### src/rtl/signal_monitor_pkg.sv
// signal_monitor_pkg: shared FSM state type and saturating-increment helper.
package signal_monitor_pkg;

    typedef enum logic [1:0] {S_IDLE, S_MEASURE, S_DONE} mon_state_t;

    function automatic logic [31:0] sat_inc(input logic [31:0] value, input logic [31:0] max);
        return (value >= max) ? max : value + 32'd1;
    endfunction

endpackage

### src/rtl/signal_monitor_if.sv
// signal_monitor_if: request/sample inputs and statistic results of the monitor.
interface signal_monitor_if #(parameter int CNT_W = 8);
    logic             start;
    logic             sig;
    logic             busy;
    logic             done;
    logic [CNT_W-1:0] rise_cnt;
    logic [CNT_W-1:0] fall_cnt;
    logic [CNT_W-1:0] high_cnt;
    logic [CNT_W-1:0] max_run;
    logic             final_level;

    modport master (
        output start, sig,
        input  busy, done, rise_cnt, fall_cnt, high_cnt, max_run, final_level
    );

    modport slave (
        input  start, sig,
        output busy, done, rise_cnt, fall_cnt, high_cnt, max_run, final_level
    );
endinterface

### src/rtl/signal_monitor_sat_counter.sv
// sat_counter: clearable up-counter that sticks at all-ones instead of wrapping.
module sat_counter
    import signal_monitor_pkg::*;
#(
    parameter int W = 8
) (
    input  logic         clk,
    input  logic         reset,
    input  logic         clr,
    input  logic         inc,
    output logic [W-1:0] q
);
    localparam logic [W-1:0] QMAX = '1;

    always_ff @(posedge clk)
        if (reset || clr)
            q <= '0;
        else if (inc)
            q <= W'(sat_inc(32'(q), 32'(QMAX)));
endmodule

### src/rtl/signal_monitor.sv
// signal_monitor: samples one bit for WINDOW cycles after start and reports
// edge counts, high count, longest high run and final level.
module signal_monitor
    import signal_monitor_pkg::*;
#(
    parameter int WINDOW = 16,
    parameter int CNT_W  = 8
) (
    input logic clk,
    input logic reset,
    signal_monitor_if.slave mon
);
    localparam int WC_W = $clog2(WINDOW + 1);
    localparam logic [CNT_W-1:0] CMAX = '1;

    mon_state_t       state;
    logic [WC_W-1:0]  wcnt;
    logic             prev;
    logic [CNT_W-1:0] rise, fall, high, run, max_acc;
    logic [CNT_W-1:0] rise_n, fall_n, high_n, run_n, max_n;
    logic [CNT_W-1:0] res_rise, res_fall, res_high, res_max;
    logic             res_final;
    logic             meas, accept, last;
    logic             rise_inc, fall_inc, high_inc, run_clr;

    assign meas     = state == S_MEASURE;
    assign accept   = mon.start && !meas;
    assign last     = meas && wcnt == WC_W'(WINDOW - 1);
    assign rise_inc = meas && !prev && mon.sig;
    assign fall_inc = meas && prev && !mon.sig;
    assign high_inc = meas && mon.sig;
    assign run_clr  = accept || (meas && !mon.sig);

    sat_counter #(.W(CNT_W)) u_rise (.clk(clk), .reset(reset), .clr(accept),  .inc(rise_inc), .q(rise));
    sat_counter #(.W(CNT_W)) u_fall (.clk(clk), .reset(reset), .clr(accept),  .inc(fall_inc), .q(fall));
    sat_counter #(.W(CNT_W)) u_high (.clk(clk), .reset(reset), .clr(accept),  .inc(high_inc), .q(high));
    sat_counter #(.W(CNT_W)) u_run  (.clk(clk), .reset(reset), .clr(run_clr), .inc(high_inc), .q(run));

    // Post-update accumulator values so the last sample lands in the results.
    always_comb begin
        rise_n = rise_inc ? CNT_W'(sat_inc(32'(rise), 32'(CMAX))) : rise;
        fall_n = fall_inc ? CNT_W'(sat_inc(32'(fall), 32'(CMAX))) : fall;
        high_n = high_inc ? CNT_W'(sat_inc(32'(high), 32'(CMAX))) : high;
        run_n  = mon.sig ? CNT_W'(sat_inc(32'(run), 32'(CMAX))) : '0;
        max_n  = (run_n > max_acc) ? run_n : max_acc;
    end

    always_ff @(posedge clk) begin
        if (reset) begin
            state     <= S_IDLE;
            wcnt      <= '0;
            prev      <= 1'b0;
            max_acc   <= '0;
            res_rise  <= '0;
            res_fall  <= '0;
            res_high  <= '0;
            res_max   <= '0;
            res_final <= 1'b0;
        end else begin
            state   <= accept ? S_MEASURE : last ? S_DONE : meas ? S_MEASURE : S_IDLE;
            wcnt    <= accept ? '0 : meas ? wcnt + WC_W'(1) : wcnt;
            max_acc <= accept ? '0 : meas ? max_n : max_acc;
            if (accept || meas)
                prev <= mon.sig;
            if (last) begin
                res_rise  <= rise_n;
                res_fall  <= fall_n;
                res_high  <= high_n;
                res_max   <= max_n;
                res_final <= mon.sig;
            end
        end
    end

    assign mon.busy        = meas;
    assign mon.done        = state == S_DONE;
    assign mon.rise_cnt    = res_rise;
    assign mon.fall_cnt    = res_fall;
    assign mon.high_cnt    = res_high;
    assign mon.max_run     = res_max;
    assign mon.final_level = res_final;
endmodule

### src/flat_wrapper.sv
// flat-port wrapper written by rule: the top's interface ports become plain ports
module signal_monitor_flat import signal_monitor_pkg::*;
#(
    parameter int WINDOW = 16,
    parameter int CNT_W  = 8
)
  (clk, reset, mon_start, mon_sig, mon_busy, mon_done, mon_rise_cnt, mon_fall_cnt, mon_high_cnt, mon_max_run, mon_final_level);
  signal_monitor_if #(.CNT_W(CNT_W)) mon_i ();
  input logic clk;
  input logic reset;
  input wire logic [$bits(mon_i.start)-1:0] mon_start;
  input wire logic [$bits(mon_i.sig)-1:0] mon_sig;
  output wire logic [$bits(mon_i.busy)-1:0] mon_busy;
  output wire logic [$bits(mon_i.done)-1:0] mon_done;
  output wire logic [$bits(mon_i.rise_cnt)-1:0] mon_rise_cnt;
  output wire logic [$bits(mon_i.fall_cnt)-1:0] mon_fall_cnt;
  output wire logic [$bits(mon_i.high_cnt)-1:0] mon_high_cnt;
  output wire logic [$bits(mon_i.max_run)-1:0] mon_max_run;
  output wire logic [$bits(mon_i.final_level)-1:0] mon_final_level;
  assign mon_i.start = mon_start;
  assign mon_i.sig = mon_sig;
  assign mon_busy = mon_i.busy;
  assign mon_done = mon_i.done;
  assign mon_rise_cnt = mon_i.rise_cnt;
  assign mon_fall_cnt = mon_i.fall_cnt;
  assign mon_high_cnt = mon_i.high_cnt;
  assign mon_max_run = mon_i.max_run;
  assign mon_final_level = mon_i.final_level;
  signal_monitor #(.WINDOW(WINDOW), .CNT_W(CNT_W)) u_core (.clk(clk), .reset(reset), .mon(mon_i));
endmodule
### config.mk
export PLATFORM = sky130hd
export DESIGN_NAME = signal_monitor_flat
export DESIGN_NICKNAME = d
export VERILOG_FILES = /design/src/rtl/signal_monitor_pkg.sv /design/src/rtl/signal_monitor_if.sv /design/src/rtl/signal_monitor_sat_counter.sv /design/src/rtl/signal_monitor.sv /design/src/flat_wrapper.sv
export SDC_FILE = /design/constraint.sdc
export NUM_CORES = 1
export LEC_CHECK = 0
export BUFFER_PORTS_ARGS = -buffer_cell sky130_fd_sc_hd__buf_2
export CAP_MARGIN = 20
export CORE_MARGIN = 5
export CORE_UTILIZATION = 45
export DETAILED_ROUTE_END_ITERATION = 10
export GPL_TIMING_DRIVEN = 0
export SYNTH_ARGS = -nofsm -noshare
export SYNTH_HDL_FRONTEND = slang
export SYNTH_SLANG_ARGS = --single-unit
### constraint.sdc
create_clock -name clk -period 3.56 [get_ports clk]
set_input_delay 0.534 -clock clk [delete_from_list [all_inputs] [get_ports clk]]
set_output_delay 0.534 -clock clk [all_outputs]
set_load 0.01 [all_outputs]
---- Word-level counts from Yosys, hierarchy flattened ----
Index checks and enable logic that the tools add are counted.
storage, ports and cells
  register bits ........................... 81
  bits of input ports ..................... 4
  output and inout port bits .............. 35
operators by class
  $lt $le $gt $ge ......................... 5
  mux-type cells .......................... 12
  equal/unequal tests ..................... 3
  add/sub/neg operators ................... 5
  reductions and logical operators ........ 16
operator list
  cell                 number
  $mux 8               9
  $add 8x1->8 const B  4
  $ge 8x8->1 const B   4
  $gt 8x8->1           1
  $logic_and 1x1->1    8
  $add 5x1->5 const B  1
  $eq 5x4->1 const B   1
  $logic_or 1x1->1     4
  $logic_not 1->1      3
  $eq 2x1->1 const B   1
  $eq 2x2->1 const B   1
  $mux 1               2
  $mux 2               1
  $reduce_or 2->1      1

---- Longest topological paths before layout ----
Gate-level depths: netlist of the first run.
  depth after elaboration ................. 5
  depth in mapped cells ................... 14
  mapped depth without buffers ............ 11

---- Cells and area by module ----
Synthesis of the first run repeated with hierarchy kept, for this count alone.
unflattened totals
  cells, all modules ...................... 522
  area, all modules ....................... 4,463.0 um2
by module, submodules not included
  module          cells each  area an instance (um2)  times used
  signal_monitor  346         2,941.6                 1
  sat_counter     44          380.4                   4

---- Worst setup path before layout of the first run ----
Ideal clock, no wire load.
  kind .................................... flip-flop to flip-flop
  start ................................... reg u_core.u_run.q[0]
  end ..................................... reg u_core.res_max[7], in the netlist u_core.mon.max_run[7]
  path buffers ............................ 3
  arrival time ............................ 2.739 ns
  path slack .............................. 0.698 ns
  data required time ...................... 3.438 ns
  stages on the path, launching flop included .. 15
  path through ............................ dfxtp_1 ha_1 and3_1 clkbuf_1 nand2_1 a21oi_1 inv_1 ha_1 nand4_1 nor2_1 a211o_1 buf_6 and2_4 buf_6 a311o_1
between the ends
  word-level cells in the longest chain between the ends .. 5
  elaborated cells on any way between the ends .. 6
  classes of those cells .................. add/sub: 1; order compare: 2; mux: 3
RTL lines
  item                                              RTL line                          RTL
  from (decl)                                       signal_monitor_sat_counter.sv:11  output logic [W-1:0] q
  from (signal assigned)                            signal_monitor_sat_counter.sv:19  q <= W'(sat_inc(32'(q), 32'(QMAX)));
  $add 8x1->8 / $ge 8x8->1 (equally long branches)  signal_monitor_pkg.sv:7           return (value >= max) ? max : value + 32'd1;
  $mux 8 *                                          signal_monitor_pkg.sv:7
  $mux 8 *                                          signal_monitor.sv:44              run_n = mon.sig ? CNT_W'(sat_inc(32'(run), 32'(CMAX))) : '0;
  $gt 8x8->1                                        signal_monitor.sv:45              max_n = (run_n > max_acc) ? run_n : max_acc;
  $mux 8 *                                          signal_monitor.sv:45
  to (signal assigned)                              signal_monitor.sv:69              res_max <= max_n;
  to (decl)                                         signal_monitor.sv:21              logic [CNT_W-1:0] res_rise, res_fall, res_high, res_max;
Every way passes the cells marked *; elsewhere a longest branch is shown, timed or not.
A chain may end at the register's enable or synchronous reset.

---- Final worst setup path of the first run ----
Same ends and word-level chain as after synthesis.

==> key figures, run 1 <==
STA
  • Final Hold Fails: 0
  • Slew @ Worst Pin: 656 ps
  • Worst slew margin: 56.3%
  • Max Fclk: 305 MHz
  • RSZ-0062 raised after global routing: false
  • Fraction of the cycle the final worst path needs: 92.2%
  • Final setup fails: 0
  • Clk_skew: 11.4 ps
  • Fin. max-slew vios: 0
  • Final min period: 3280 ps
  • Setup TNS Final: 0 ps

Worst setup path
  • Worst Path Max Fanout: 10
  • Crit Path Class: reg2reg
  • Critical path origin: u_core.u_run.q[0]
  • Worst Path Arrival: 3530 ps
  • CP Capture Point: u_core.mon.max_run[7]
  • Worst Path Required: 3800 ps
  • Worst Setup End Kind: flip-flop
  • Reg-to-reg setup timing slack: 280 ps
  • R2R Path Start: u_core.u_run.q[0]
  • Startpoint types: flip-flop
  • Worst Reg-to-Reg Cells: 14
  • Reg-to-reg endpoint: u_core.mon.max_run[7]

Yosys
  • Compound-Gate Fraction of Synth Area: 16.4%
  • Post-synthesis adder-cell area fraction: 4.70%
  • Seq cells post-synth: 81
  • Register area share after synthesis: 43.5%
  • Cells after Synth: 439
  • Number of flops mapped to enable cells by yosys: 0
  • Number of library cell types mapped by synthesis: 46
  • Syn_nets: 457
  • Yosys warns: 0
  • Main combinational cell family by area after synthesis: simple AND/OR/NAND/NOR gates
  • FFs w/ async S/R, synth: 0%
  • Xor/xnor share of the synthesized area: 1.65%
  • Commonest register cell after synthesis: dfxtp_1
  • Simple-gate share of the synthesized area: 23.7%
  • Multiplexer share of the synthesized area: 5.14%
  • Post-Syn Area: 3730 µm²
  • Avg Synthesized Cell Area: 8.49 µm²

Power
  • P_leak: 0.00169 µW
  • VDD IR-drop max: 0.233 mV
  • P per Cell Area: 393 nW/µm²

Floorplan
  • Starting Density: 45.8%
  • Cell Rows: 33
  • Die W: 101 µm
  • Die H: 101 µm
  • IO Count: 39
  • Core box area: 8130 µm²
  • Die ar.: 10200 µm²

Clock network
  • Post_cts resized: 0
  • # hold bufs at CTS: 0
  • Clock buffer depth: 2
  • CTS H-tree depth: 3
  • Clock root buffer: clkbuf_8
  • Clk sinks: 81
  • Clock latency on the worst-skew pair: 360 ps
  • Clock tree from TritonCTS: done
  • CTS Buf Count: 9
  • CTS clk-pin slew, worst paths: 90 ps
  • Post-CTS setup buffers: 0

Global route
  • First-pass GRT wire length: 14300 µm
  • Total global routing track utilization: 17.8%
  • Largest net degree at the start of global routing: 16
  • Grt total ovfl: 0
  • Initial antenna violation count: 0
  • Vias in the first global route: 2986

Layout
  • Fraction of layout instances using a drive strength above 1: 15.6%
  • Nets: 506
  • Final Util: 52.1%
  • Ant. Diodes: 0
  • Area Overhead vs Synth: 13.7%

Job
  • Maxcap violations: 0

Hold path
  • HP Class: in2reg

Route
  • Iter 0 DRT Violations: 107
  • Final ANT Viol Nets: 0
  • DRT Wirelength: 8530 µm
  • Detailed-route DRC error count: 0
  • Vias per inst: 5.32
  • Wire per inst: 14.3 µm
  • Drt first pass iters: 4
  • Total number of vias: 3184

Placed design
  • Dpl hpwl: 6040 µm
  • Routability Congestion: 0.861
  • Input/output buffers: 38

Status
  • Status: finished, final reports clean
worst min-delay path by stage:
stage | startpoint | slack (ps) | cells past startpoint | endpoint
after floorplan | u_core.prev | 430 | 2 | u_core.prev
after detailed placement | u_core.mon.fall_cnt[3] | 440 | 1 | u_core.mon.fall_cnt[3]
final | reset | 430 | 2 | u_core.prev
after global placement | u_core.mon.fall_cnt[3] | 430 | 1 | u_core.mon.fall_cnt[3]
after global routing | reset | 430 | 2 | u_core.prev
after CTS | reset | 400 | 2 | u_core.prev
registers in the layout, summed over array words and instances (netlist names):
| name | count |
|---|---|
| u_core.prev | 1 |
| u_core.u_rise.q | 8 |
| u_core.mon.fall_cnt | 8 |
| u_core.mon.high_cnt | 8 |
| u_core.state | 2 |
| u_core.wcnt | 5 |
| u_core.mon.final_level | 1 |
| u_core.u_high.q | 8 |
| u_core.max_acc | 8 |
| u_core.mon.max_run | 8 |
| u_core.u_run.q | 8 |
| u_core.mon.rise_cnt | 8 |
| u_core.u_fall.q | 8 |
metrics by stage:
step / std cells / hold slack, ps / total power, µW / worst slack [ps] / cell area (µm²)
2_1_floorplan: 439 / 430 / 1010 / 698 / 3730
3_3_place_gp: 582 / 429 / 1040 / 256 / 4050
3_5_place_dp: 582 / 435 / 1040 / 249 / 4050
4_1_cts: 598 / 401 / 1680 / 306 / 4240
5_1_grt: 598 / 426 / 1740 / 65.5 / 4240
6_report: 598 / 429 / 1660 / 279 / 4240
layer usage:
metal | wire (µm) | GRT usage (%) | up-vias
met1 | 4150 | 24.4 | 1469
li1 | - | - | 1646
met2 | 3870 | 27.5 | 57
met5 | 0 | 0 | -
met3 | 358 | 4.01 | 12
met4 | 150 | 6.65 | 0
cell families (layout without fill, tap and decap cells):
kind of cell	Yosys count	count (layout)
xor+xnor	7	7
simple gates	180	180
compound gates	97	97
mux	19	19
fa+ha+maj	14	14
flops	81	81
buf+inv	41	95
worst max-delay path: stages (launching register included):
cell and delay (ps):
dfxtp_1 430, ha_1 360, and3_1 200, clkbuf_1 270, nand2_1 80, a21oi_1 290, inv_1 90, ha_1 280
nand4_1 110, nor2_1 50, a211o_1 230, buf_6 150, and2_4 160, buf_6 130, a311o_1 340
Yosys cell counts, types with 3 or more instances:
cell	count	area (µm²)
and2_1	4	25.0
inv_1	13	48.8
a211oi_1	4	30.0
nand3b_1	3	22.5
ha_1	14	175
mux2i_1	18	180
nor2_1	36	135
nand4_1	17	106
nand3_1	14	70.1
dfxtp_1	81	1620
nor2b_1	3	18.8
o211ai_1	10	75.1
and4_1	5	43.8
buf_2	8	40.0
xor2_1	4	35.0
xnor2_1	3	26.3
o21ai_0	31	155
a21o_1	4	30.0
a21oi_1	27	135
nand2b_1	6	37.5
and3_1	12	75.1
clkbuf_1	15	56.3
a22o_1	3	26.3
nand2_1	69	259
nor3_1	5	25.0
cell type report:
type / instances / area [µm²]
multi-input cells: 317 / 1920
repair buffers: 38 / 190
clock inverters: 6 / 50.0
clock buffers: 10 / 138
inverters: 15 / 56.3
fillers: 800 / 3900
flip-flops and latches: 81 / 1620
well taps: 105 / 131
plain buffers: 26 / 124
report_power, final:
group          internal (µW)  switching, µW  total (µW)  leakage [µW]
clock network            280            368         648     0.0000895
registers                911           4.86         916      0.000653
logic                   31.2           67.9        99.1      0.000945
total                   1220            441        1660       0.00169
cells in the final DEF, fill, tap and decap left out, types with 14 or more instances in the layout:
master	n
nor2_1	36
clkbuf_1	15
ha_1	14
mux2i_1	18
o21ai_0	31
buf_2	46
nand4_1	17
nand2_1	69
dfxtp_1	81
a21oi_1	27
nand3_1	14
(Power assumes the default switching activity.)
==> run 2, diff against run 1 <==
--- a/config.mk
+++ b/config.mk
@@ -5,6 +5,7 @@
 export SDC_FILE = /design/constraint.sdc
 export NUM_CORES = 1
 export LEC_CHECK = 0
+export ABC_AREA = 1
 export BUFFER_PORTS_ARGS = -buffer_cell sky130_fd_sc_hd__buf_2
 export CAP_MARGIN = 20
 export CORE_MARGIN = 5
==> run 2 against run 1 <==
Effect of this change:
- highest routed layer unchanged
- core utilization rose by 0.57 points
- final cell count grew 18%
- worst hold slack worse by 19 ps
- critical endpoint is now u_core.mon.max_run[6]
==> key figures, run 2 <==
Power
  • P_leak: 0.00209 µW (+24%)
  • Power consumption: 1800 µW (+8.3%)
  • P per Cell Area: 416 nW/µm² (+6.1%)
  • VDD IR-drop max: 0.186 mV (-20%)

Clock network
  • Post-CTS setup buffers: 0 (unchanged)
  • CTS H-tree depth: 3 (unchanged)
  • # hold bufs at CTS: 0 (unchanged)
  • Clk sinks: 81 (unchanged)
  • Clock buffer depth: 2 (unchanged)
  • CTS clk-pin slew, worst paths: 90 ps (about the same)
  • Clock root buffer: clkbuf_8
  • Post_cts resized: 0 (unchanged)
  • Clock tree from TritonCTS: done
  • CTS Buf Count: 9 (unchanged)
  • Clock latency on the worst-skew pair: 360 ps (about the same)

Worst setup path
  • Worst Path Buf+Inv: 1 (-3)
  • Worst Setup End Kind: flip-flop
  • CP delay by family, top: simple AND/OR/NAND/NOR gates
  • Worst Path Required: 3780 ps (-20 ps)
  • Crit Path Class: reg2reg
  • CP Cell Sequence: ha_1 > nand2_1 > nor2_1 > nand2_1 > buf_6 > nand2_1 > nor2_1 > nor2_1 > ha_1 > nand2_1 > nor2_1 > nand4_1 > nand2_1 > nand2_1 > nand2_1 > o21ai_0
  • Startpoint types: flip-flop
  • Slowest stage delay, CP: 400 ps (-30 ps)
  • Worst Path Max Fanout: 10 (unchanged)
  • Worst Path Arrival: 3210 ps (-320 ps)
  • Slowest stage cell on the critical path: nand2_1
  • Most used cell, CP: nand2_1

Yosys
  • Syn_nets: 564 (+23%)
  • Seq cells post-synth: 81 (unchanged)
  • Synth top area share: 42.7% (-0.78 points)
  • Cells after Synth: 546 (+24%)
  • Top post-synthesis cells by count: nand2_1 (179), dfxtp_1 (81), inv_1 (57), nor2_1 (49), nand3_1 (37)
  • Yosys warns: 0 (unchanged)
  • Avg Synthesized Cell Area: 6.95 µm² (-18%)
  • Top post-synthesis cells by area: dfxtp_1 (43%), nand2_1 (18%), inv_1 (5.6%)
  • Top-count cell post-synth: nand2_1
  • Top cell type by total area after synthesis: dfxtp_1
  • Commonest register cell after synthesis: dfxtp_1
  • Register area share after synthesis: 42.7% (-0.78 points)
  • FFs w/ async S/R, synth: 0% (unchanged)
  • Post-Syn Area: 3790 µm² (+1.8%)
  • Number of library cell types mapped by synthesis: 33 (-28%)
  • Number of flops mapped to enable cells by yosys: 0 (unchanged)

Layout
  • Nets: 613 (+21%)
  • Commonest cells after routing, fill and taps aside: nand2_1 (179), dfxtp_1 (81), inv_1 (57)
  • Fillers: 845 (+5.6%)
  • Most common cell after layout, fill and taps aside: nand2_1
  • Final Util: 52.6% (+0.57 points)
  • Area Overhead vs Synth: 14.0%
  • Ant. Diodes: 0 (unchanged)
  • Fraction of layout instances using a drive strength above 1: 12.3% (-3.3 points)

Status
  • Status: finished, final reports clean

Hold path
  • HP Class: in2reg

Global route
  • Largest net degree at the start of global routing: 16 (unchanged)
  • Initial antenna violation count: 0 (unchanged)
  • First-pass GRT wire length: 14900 µm (+4.0%)
  • Vias in the first global route: 3219 (+7.8%)
  • Total global routing track utilization: 18.1% (+0.26 points)
  • Grt total ovfl: 0 (unchanged)

Route
  • Total number of vias: 3457 (+8.6%)
  • Drt first pass iters: 4 (unchanged)
  • Detailed-route DRC error count: 0 (unchanged)
  • Iter 0 DRT Violations: 126 (+18%)
  • Wire per inst: 12.7 µm (-11%)
  • DRT Wirelength: 8960 µm (+5.0%)
  • Vias per inst: 4.90 (-7.9%)
  • Final ANT Viol Nets: 0 (unchanged)

STA
  • RSZ-0062 raised after global routing: false
  • Fraction of the cycle the final worst path needs: 84.1% (-8.0 points)
  • Worst slew margin: 57.6% (+1.3 points)
  • Fin. max-slew vios: 0 (unchanged)
  • Setup TNS Final: 0 ps (unchanged)
  • Max Fclk: 334 MHz (+9.6%)
  • Clk_skew: 13.1 ps (+1.64 ps)
  • Final min period: 2990 ps (-286 ps)
  • Final setup fails: 0 (unchanged)
  • Worst setup margin: 566 ps (+286 ps)
  • Slew @ Worst Pin: 636 ps (-19.8 ps)
  • Final Hold Fails: 0 (unchanged)

Placed design
  • Input/output buffers: 38 (unchanged)
  • Pre-CTS worst setup slack: 583 ps (+334 ps)
  • Dpl hpwl: 6510 µm (+7.8%)
  • Routability Congestion: 0.817 (-5.2%)

Floorplan
  • Cell Rows: 33 (unchanged)
  • Core box area: 8220 µm² (+1.0%)
  • Die W: 102 µm (+0.81%)
  • IO Count: 39 (unchanged)
  • Starting Density: 46.2% (+0.36 points)
  • Die ar.: 10400 µm² (+1.6%)
  • Die H: 102 µm (+0.81%)

Job
  • Maxcap violations: 0 (unchanged)
==> run 2: cell types whose count changed in the layout (fill, tap and decap cells not counted), sizes merged, moves of 10 or more <==
cell    before  now
inv         15   65
nand2       69  180
nand3       14   39
and3        12    0
nor2        36   55
nand4       19    6
mux2i       18    0
o211ai      10    0
==> run 2: final cells by class <==
cell class | count | area (µm²) | share of cell area, %
multi-input combinational | 389 | 1870 | 43.3
sequential | 81 | 1620 | 37.5
inverter | 62 | 233 | 5.38
timing repair buffer | 38 | 190 | 4.40
clock buffer | 10 | 138 | 3.18
tap | 105 | 131 | 3.04
clock inverter | 6 | 72.6 | 1.68
buffer | 14 | 66.3 | 1.53
==> run 2: kinds of logic after synthesis <==
| family | share of synthesized area, % |
|---|---|
| adder cells (fa/ha/maj) | 4.62 |
| AND/OR/NAND/NOR | 31.9 |
| AO/OA/AOI/OAI | 11.0 |
| buffers and inverters | 7.88 |
| XOR/XNOR | 1.85 |
| flip-flops | 42.7 |
==> run 2: routing by layer <==
layer / GRT usage [%] / part of all wire [%]
met1: 23.9 / 49
met2: 29.6 / 46
met3: 3.28 / 3.8
met4: 6.96 / 1.9
met5: 0 / 0
==> run 2: path summary, 6_finish.rpt <==
path / startpoint / endpoint / slack, ps / cells past startpoint
worst max-delay path: u_core.u_run.q[0] / u_core.mon.max_run[6] / 570 / 16
worst min-delay path: reset / u_core.mon.high_cnt[0] / 410 / 2
worst max register to register: u_core.u_run.q[0] / u_core.mon.max_run[6] / 570 / 16
worst min register to register: u_core.mon.rise_cnt[1] / u_core.mon.rise_cnt[1] / 450 / 2
==> run 2: metrics by stage <==
stage          cell area (µm²)  hold slack [ps]  instances
3_5_place_dp              4120              434        689
6_report                  4330              410        705
4_1_cts                   4330              393        705
2_1_floorplan             3790              445        546
5_1_grt                   4330              403        705
3_3_place_gp              4120              433        689
==> run 2: report_power, final <==
| part | leakage, µW | switching (µW) | internal, µW |
|---|---|---|---|
| Clock | 0.000104 | 369 | 352 |
| Sequential | 0.000654 | 8.99 | 917 |
| Combinational | 0.00133 | 112 | 41.6 |
| Total | 0.00209 | 490 | 1310 |
